<file path="src/rtl/counter_pkg.sv">
// Shared constants for the counter family: the limit-behaviour mode encodings.
package counter_pkg;
    localparam int MODE_WRAP = 0;
    localparam int MODE_SAT  = 1;
endpackage

</file>
<file path="src/rtl/tick_gen.sv">
// Prescaler: emits one tick per DIV enabled cycles; degenerates to tick = en when DIV == 1.
module tick_gen #(
    parameter int DIV = 1
) (
    input  logic clk,
    input  logic rst,
    input  logic en,
    input  logic sync_clr,
    output logic tick
);
    generate
        if (DIV == 1) begin : g_pass
            logic unused_ok;
            assign unused_ok = &{1'b0, clk, rst, sync_clr};
            assign tick      = en;
        end else begin : g_div
            localparam int CW = $clog2(DIV);
            localparam logic [CW-1:0] LAST = CW'(DIV - 1);

            logic [CW-1:0] presc_reg;
            logic [CW-1:0] presc_next;

            // The phase freezes while en is low so a paused count resumes mid-period.
            always_comb begin
                presc_next = presc_reg;
                if (sync_clr) begin
                    presc_next = '0;
                end else if (en) begin
                    presc_next = (presc_reg == LAST) ? '0 : presc_reg + CW'(1);
                end
            end

            always_ff @(posedge clk) begin
                if (rst) begin
                    presc_reg <= '0;
                end else begin
                    presc_reg <= presc_next;
                end
            end

            assign tick = en && (presc_reg == LAST);
        end
    endgenerate
endmodule

</file>
<file path="src/rtl/flex_counter.sv">
// Up/down counter with clear, saturating load, prescaled stepping and wrap or saturate limits.
module flex_counter
    import counter_pkg::*;
#(
    parameter int W      = 4,
    parameter int INIT_V = 0,
    parameter int MAX_V  = 2**W - 1,
    parameter int MODE   = 0,
    parameter int DIV    = 1
) (
    input  logic         clk,
    input  logic         rst,
    input  logic         en,
    input  logic         dir,
    input  logic         clr,
    input  logic         load,
    input  logic [W-1:0] load_v,
    output logic [W-1:0] count,
    output logic         tc,
    output logic         wrap
);
    generate
        if (!(INIT_V >= 0 && INIT_V <= MAX_V && longint'(MAX_V) <= ((longint'(1) << W) - 1)
              && DIV >= 1 && (MODE == MODE_WRAP || MODE == MODE_SAT))) begin : g_bad_params
            $error("flex_counter: illegal parameter combination");
        end
    endgenerate

    localparam logic [W-1:0] MAX_C  = W'(MAX_V);
    localparam logic [W-1:0] INIT_C = W'(INIT_V);

    logic         tick;
    logic [W-1:0] count_reg;
    logic [W-1:0] count_next;
    logic         wrap_reg;
    logic         wrap_next;

    tick_gen #(.DIV(DIV)) u_tick_gen (
        .clk      (clk),
        .rst      (rst),
        .en       (en),
        .sync_clr (clr | load),
        .tick     (tick)
    );

    // Increments only happen below MAX_C and decrements only above zero, so no W-bit overflow.
    always_comb begin
        count_next = count_reg;
        wrap_next  = 1'b0;
        if (clr) begin
            count_next = INIT_C;
        end else if (load) begin
            count_next = (load_v > MAX_C) ? MAX_C : load_v;
        end else if (tick) begin
            if (dir) begin
                if (count_reg != MAX_C) begin
                    count_next = count_reg + W'(1);
                end else if (MODE == MODE_WRAP) begin
                    count_next = '0;
                    wrap_next  = 1'b1;
                end
            end else begin
                if (count_reg != '0) begin
                    count_next = count_reg - W'(1);
                end else if (MODE == MODE_WRAP) begin
                    count_next = MAX_C;
                    wrap_next  = 1'b1;
                end
            end
        end
    end

    always_ff @(posedge clk) begin
        if (rst) begin
            count_reg <= INIT_C;
            wrap_reg  <= 1'b0;
        end else begin
            count_reg <= count_next;
            wrap_reg  <= wrap_next;
        end
    end

    assign count = count_reg;
    assign wrap  = wrap_reg;
    assign tc    = (dir && (count_reg == MAX_C)) || (!dir && (count_reg == '0));
endmodule
</file>
<file path="config.mk">
export PLATFORM = sky130hd
export DESIGN_NAME = flex_counter
export DESIGN_NICKNAME = d
export VERILOG_FILES = /design/src/rtl/counter_pkg.sv /design/src/rtl/tick_gen.sv /design/src/rtl/flex_counter.sv
export SDC_FILE = /design/constraint.sdc
export NUM_CORES = 1
export LEC_CHECK = 0
export CORE_MARGIN = 5
export CORE_UTILIZATION = 25
export DETAILED_ROUTE_END_ITERATION = 8
export SLEW_MARGIN = 15
export SYNTH_ARGS = -nofsm -noshare
export SYNTH_HDL_FRONTEND = slang
export SYNTH_SLANG_ARGS = --single-unit
</file>
<file path="constraint.sdc">
create_clock -name clk -period 2.06 [get_ports clk]
set_input_delay 0.412 -clock clk [delete_from_list [all_inputs] [get_ports clk]]
set_output_delay 0.412 -clock clk [all_outputs]
set_load 0.05 [all_outputs]
</file>
==> impl_results.md, run 1 <==
* Status: finished clean
* Largest register FFs at 4
* Hold Vio Cnt, Final at 0
* Vias in the first global route at 360
* Syn_nets at 58
* Die area at 0.00241 sq mm
* PwrDens at 558 mW/mm^2
* Hold crit path type: register to register
* Syn_area_per_cell at 8.30 sq um
* Cell Chain, Critical Path: inv_1 -> ha_1 -> or4b_4 -> nand2_4 -> buf_12
* Layout cells sized above 1 at 20.3%
* Initial DRC count at 9
* Post-synth cell types at 27
* Period Utilization, post-route at 97.6%
* Worst Hold End: count[0]
* Via-per-instance ratio at 5.11
* Crit path max-delay family: simple AND/OR/NAND/NOR gates
* Via count at 409
* DRC at 0
* Non-Filler Instances at 80
* Row cnt at 14
* Footprint of the multi-input gates at 273 sq um
* Fill count at 162
* R2r setup slk at 550 ps
* Final net count at 77
* Levels on crit path at 5
* Cell taking the most area after synthesis: dfxtp_1
* Sink Count at 5
* Antenna Cells at 0
* Reg-to-reg endpoint: count[0]
* Max frequency at 498 MHz
* Arrival time worst endpoint at 1600 ps
* Dpl cells at 76
* TritonCTS clock tree: yes
* Drt wl/cell at 12.9 microns
* Gpl congestion at 0.707
* Post-synth top area share at 26.2%
* Global-route usage over all layers at 8.42%
* Grt ovf at 0
* Maximum level of the CTS H-tree at 1
* Element type at the critical path end: primary output
* Die X at 49.1 microns
* Synth Register Bits at 5
* Antenna violations before repair at 0
* Commonest non-fill, non-tap cell in the layout: clkdlybuf4s50_1
* Max-slew violations at 0
* Crit Reg-Reg Startpoint: count[0]
* Seq/Total Area, Yosys at 26.2%
* Max-cap check violation count at 0
* Hold Path Depth at 3
* Final ANT Viol Nets at 0
* Minimum clock period at 2010 ps
* Register area at 103 sq um
* Die Height at 49.1 microns
* Syn Inst Count at 46
* Clock tree buffer depth at 2
* Final setup fails at 0
* Peak VDD IR at 0.000268 V
* Area contributors post-synth: dfxtp_1, and4b_1, ha_1, o21ai_0, nand2_1
* Clock Root Buffer: clkbuf_4
* Total chip power at 330 uW
* Setup CP Type: register to primary output
* Largest net degree at the start of global routing at 12
* Critical Path RT at 1650 ps
* Area growth syn-to-layout at 55.1%
* Slew @ Worst Pin at 494 ps
* Total CTS buffers at 3
* YS warnings at 0
* Worst-path clk slew at 40 ps
* Critical-path top delay cell: or4b_4
* Sum of buffers and inverters on the critical path at 2
* Most frequent cells in the layout: clkdlybuf4s50_1, o21ai_0, nand2_1
* Critical Path Fanout Max at 8
* Initial Util at 25.9%
* IO Pins at 16
* I/O Buffers at 15
* Hold Startpoint: count[0]
* Fin util at 40.2%
* Slew headroom at 67.0%
* Min Hold Slack at 655 ps
* Core area at 0.00147 sq mm
* WL final at 1030 microns
* First-pass GRT wire length at 1570 microns
* Setup TNS at 0 ps
* Synthesized cell area at 382 sq um
* Insertion delay to the later sink of the worst-skew pair at 250 ps
* Drt pass-1 iters at 4
* Pleak at 0.000242 uW
* Post-Route Skew at 3.04 ps
* Max incr delay on CP at 500 ps
* R2r worst-path depth at 6
* CP Launch Type: register
* DP Wirelength at 729 microns
* # Post-CTS Setup Buffers at 0
where the power goes:
part | switching, uW | leakage [uW] | internal [uW]
Clock | 43.2 | 0.0000150 | 73.4
Sequential | 8.41 | 0.0000417 | 102
Combinational | 51.0 | 0.000186 | 52.2
Total | 103 | 0.000242 | 227
synthesized netlist by cell type, drive strengths merged:
master	count
mux2i	1
o311ai	1
nand4	1
buf	1
or4b	1
o211a	1
nand3	1
a21oi	2
mux2	1
nand2b	2
clkbuf	1
and4b	3
xnor2	2
inv	2
nor2	2
a22oi	1
and2	1
nand4b	1
o21ai	5
dfxtp	5
a21boi	1
ha	2
and2b	1
nor3	1
nand2	5
or4	1
through the flow:
| step | setup WS (ps) | cell area [sq um] |
|---|---|---|
| global route | -4.76 | 592 |
| CTS | 14.8 | 584 |
| finish | 50.3 | 592 |
| global placement | 29.1 | 556 |
| floorplan | 20.1 | 382 |
| detailed placement | 30.4 | 556 |
what timing repair did:
item,CTS,global route
hold buffers,0,0
cloned,0,0
resized for setup,1,3
setup endpoints to repair,1,1
worst max path at each step:
stage	from	to
6_report	count[0]	tc
5_1_grt	count[0]	tc
4_1_cts	count[0]	tc
3_5_place_dp	dir	tc
3_3_place_gp	dir	tc
2_1_floorplan	count[0]	tc
worst min-delay path, stage by stage, from the launching register on:
cell	delay (ps)
dfxtp_2	390
nand2_1	70
nand4b_1	90
a21boi_1	60
cells by family (layout without fill, tap and decap cells):
| kind of cell | after synthesis | after routing | synth area share (%) |
|---|---|---|---|
| buffers and inverters | 4 | 22 | 4.26 |
| adders and majority gates | 2 | 2 | 6.56 |
| muxes | 2 | 2 | 5.57 |
| and+or+nand+nor | 20 | 20 | 33.8 |
| DFF | 5 | 5 | 26.2 |
| AOI/OAI and AO/OA | 11 | 11 | 19.0 |
| xor gates and xnor gates | 2 | 2 | 4.59 |
cell type report:
class / instances / share of cell area [%]
Clock buffer: 4 / 4.44
Inverter: 2 / 1.27
Multi-Input combinational cell: 37 / 46.1
Sequential cell: 5 / 17.3
Tap cell: 16 / 3.38
Timing Repair Buffer: 16 / 27.5
routing by layer:
metal | vias to the layer above | part of all wire (%) | GRT usage [%]
met2 | 13 | 48 | 13.1
met4 | 0 | 0 | 2.69
met5 | - | 0 | 0
met3 | 0 | 10 | 7.03
li1 | 206 | - | -
met1 | 190 | 42 | 8.26
(Power assumes the default switching activity.)
==> inputs of run 2 (changes only) <==
--- a/config.mk
+++ b/config.mk
@@ -5,10 +5,10 @@
 export SDC_FILE = /design/constraint.sdc
 export NUM_CORES = 1
 export LEC_CHECK = 0
-export CORE_MARGIN = 5
-export CORE_UTILIZATION = 25
+export CORE_AREA = 5 5 42 44
 export DETAILED_ROUTE_END_ITERATION = 8
-export SLEW_MARGIN = 15
+export DIE_AREA = 0 0 47 49
+export SLEW_MARGIN = 25
 export SYNTH_ARGS = -nofsm -noshare
 export SYNTH_HDL_FRONTEND = slang
 export SYNTH_SLANG_ARGS = --single-unit
==> impl_results.md, run 2 (same netlist as run 1, synthesis figures left out) <==
* Sink Count at 5
* Die X at 47 microns
* Antenna Cells at 0
* Row cnt at 14
* Max incr delay on CP at 500 ps
* Status: finished clean
* Finished layout cell area at 594 sq um
* Setup CP Type: input pin to primary output
* Total CTS buffers at 3
* Layout cells sized above 1 at 21.5%
* I/O Buffers at 15
* First-pass GRT wire length at 1520 microns
* Initial Util at 27.2%
* Minimum clock period at 1990 ps
* Critical Path Fanout Max at 2
* Hold Vio Cnt, Final at 0
* Setup TNS at 0 ps
* Critical Path RT at 1650 ps
* Largest register FFs at 4
* Core area at 0.00140 sq mm
* Via count at 396
* IO Pins at 16
* Slew @ Worst Pin at 493 ps
* Dpl cells at 77
* Final ANT Viol Nets at 0
* Unrepaired setup endpoints after global routing: false
* Worst Slack Setup Final at 66.1 ps
* Final setup fails at 0
* Fill count at 145
* Critical-path top delay cell: or4b_4
* Clock Root Buffer: clkbuf_4
* CP Launch Type: input pin
* Insertion delay to the later sink of the worst-skew pair at 250 ps
* Grt ovf at 0
* Via-per-instance ratio at 4.89
* Setup WS pre-CTS at 21.7 ps
* Hold crit path type: register to register
* Final net count at 78
* Cell Chain, Critical Path: clkdlybuf4s50_1 -> or4b_4 -> nand2_2 -> buf_12
* DP Wirelength at 728 microns
* Element type at the critical path end: primary output
* Crit path max-delay family: simple AND/OR/NAND/NOR gates
* Non-Filler Instances at 81
* # Post-CTS Setup Buffers at 0
* Area growth syn-to-layout at 55.7%
* Worst-path clk slew at 50 ps
* WL final at 943 microns
* Antenna violations before repair at 0
* Slew headroom at 67.1%
* Vias in the first global route at 337
* TritonCTS clock tree: yes
* Global-route usage over all layers at 9.01%
* Clock tree buffer depth at 2
* Most frequent cells in the layout: clkdlybuf4s50_1, o21ai_0, nand2_1, buf_4
* Gpl congestion at 0.732
* Die Height at 49 microns
* PwrDens at 554 mW/mm^2
* Drt wl/cell at 11.6 microns
* Die area at 0.00230 sq mm
* Min Hold Slack at 653 ps
* Max-slew violations at 0
* Commonest non-fill, non-tap cell in the layout: clkdlybuf4s50_1
* Initial DRC count at 4
* Maximum level of the CTS H-tree at 1
* Peak VDD IR at 0.000356 V
* Sum of buffers and inverters on the critical path at 2
* Max frequency at 502 MHz
* Placed cell area at 563 sq um
* Largest net degree at the start of global routing at 12
* Pleak at 0.000246 uW
* Period Utilization, post-route at 96.8%
* Drt pass-1 iters at 4
* Arrival time worst endpoint at 1580 ps
* Post-Route Skew at 6.62 ps
* DRC at 0
* Max-cap check violation count at 0
run 2: cell types whose count changed in the layout (fill, tap and decap cells not counted), sizes merged:
cell	change
buf	+1
run 2: per-stage QoR:
stage | total power, uW | utilization [%]
floorplan | 169 | -
global placement | 215 | 40.2
detailed placement | 215 | 40.2
CTS | 334 | 42.2
global route | 350 | 42.4
finish | 329 | 42.4
run 2: worst register-to-register path: stages, from the launching register on:
cell and delay (ps):
dfxtp_2 350, inv_1 90, ha_1 170, or4b_4 470
buf_4 150, nand2_1 60, nand4b_1 100, a21boi_1 130
run 2: cell type report:
type                    count  area (sq um)  area share [%]
flip-flops and latches      5           103            17.3
well taps                  16          20.0            3.37
clock buffers               4          26.3            4.42
multi-input cells          37           268            45.1
inverters                   2          7.51            1.26
repair buffers             17           170            28.6
run 2: path summary, 6_finish.rpt:
| kind | startpoint | slack (ps) | cells after the start | endpoint |
|---|---|---|---|---|
| worst min register to register | count[0] | 650 | 3 | count[0] |
| worst min-delay path | count[0] | 650 | 3 | count[0] |
| worst max register to register | count[0] | 470 | 7 | count[0] |
| worst max-delay path | dir | 70 | 4 | tc |
run 2: layer usage:
metal,vias up,part of all wire [%],track usage (%)
met1,175,46,13.0
li1,209,-,-
met5,-,0,0
met4,0,0,1.38
met2,12,45,11.3
met3,0,9.0,5.90
run 2: power by group:
group	internal (uW)	total (uW)	switching, uW
Clock	73.4	116	42.2
Sequential	102	110	8.15
Combinational	53.8	104	50.0
Total	229	329	100
run 2: timing repair:
action,CTS,global route
gates resized for setup,1,2
hold buffers,0,0
setup endpoints to repair,1,1
hold endpoints to repair,0,0
cloned,0,0
==> inputs of run 3 (changes only) <==
--- a/config.mk
+++ b/config.mk
@@ -8,7 +8,7 @@
 export CORE_AREA = 5 5 42 44
 export DETAILED_ROUTE_END_ITERATION = 8
 export DIE_AREA = 0 0 47 49
-export SLEW_MARGIN = 25
+export SLEW_MARGIN = 20
 export SYNTH_ARGS = -nofsm -noshare
 export SYNTH_HDL_FRONTEND = slang
 export SYNTH_SLANG_ARGS = --single-unit
==> results of run 3 <==
No change in the layout: final DEF, timing and power equal those of run 2.
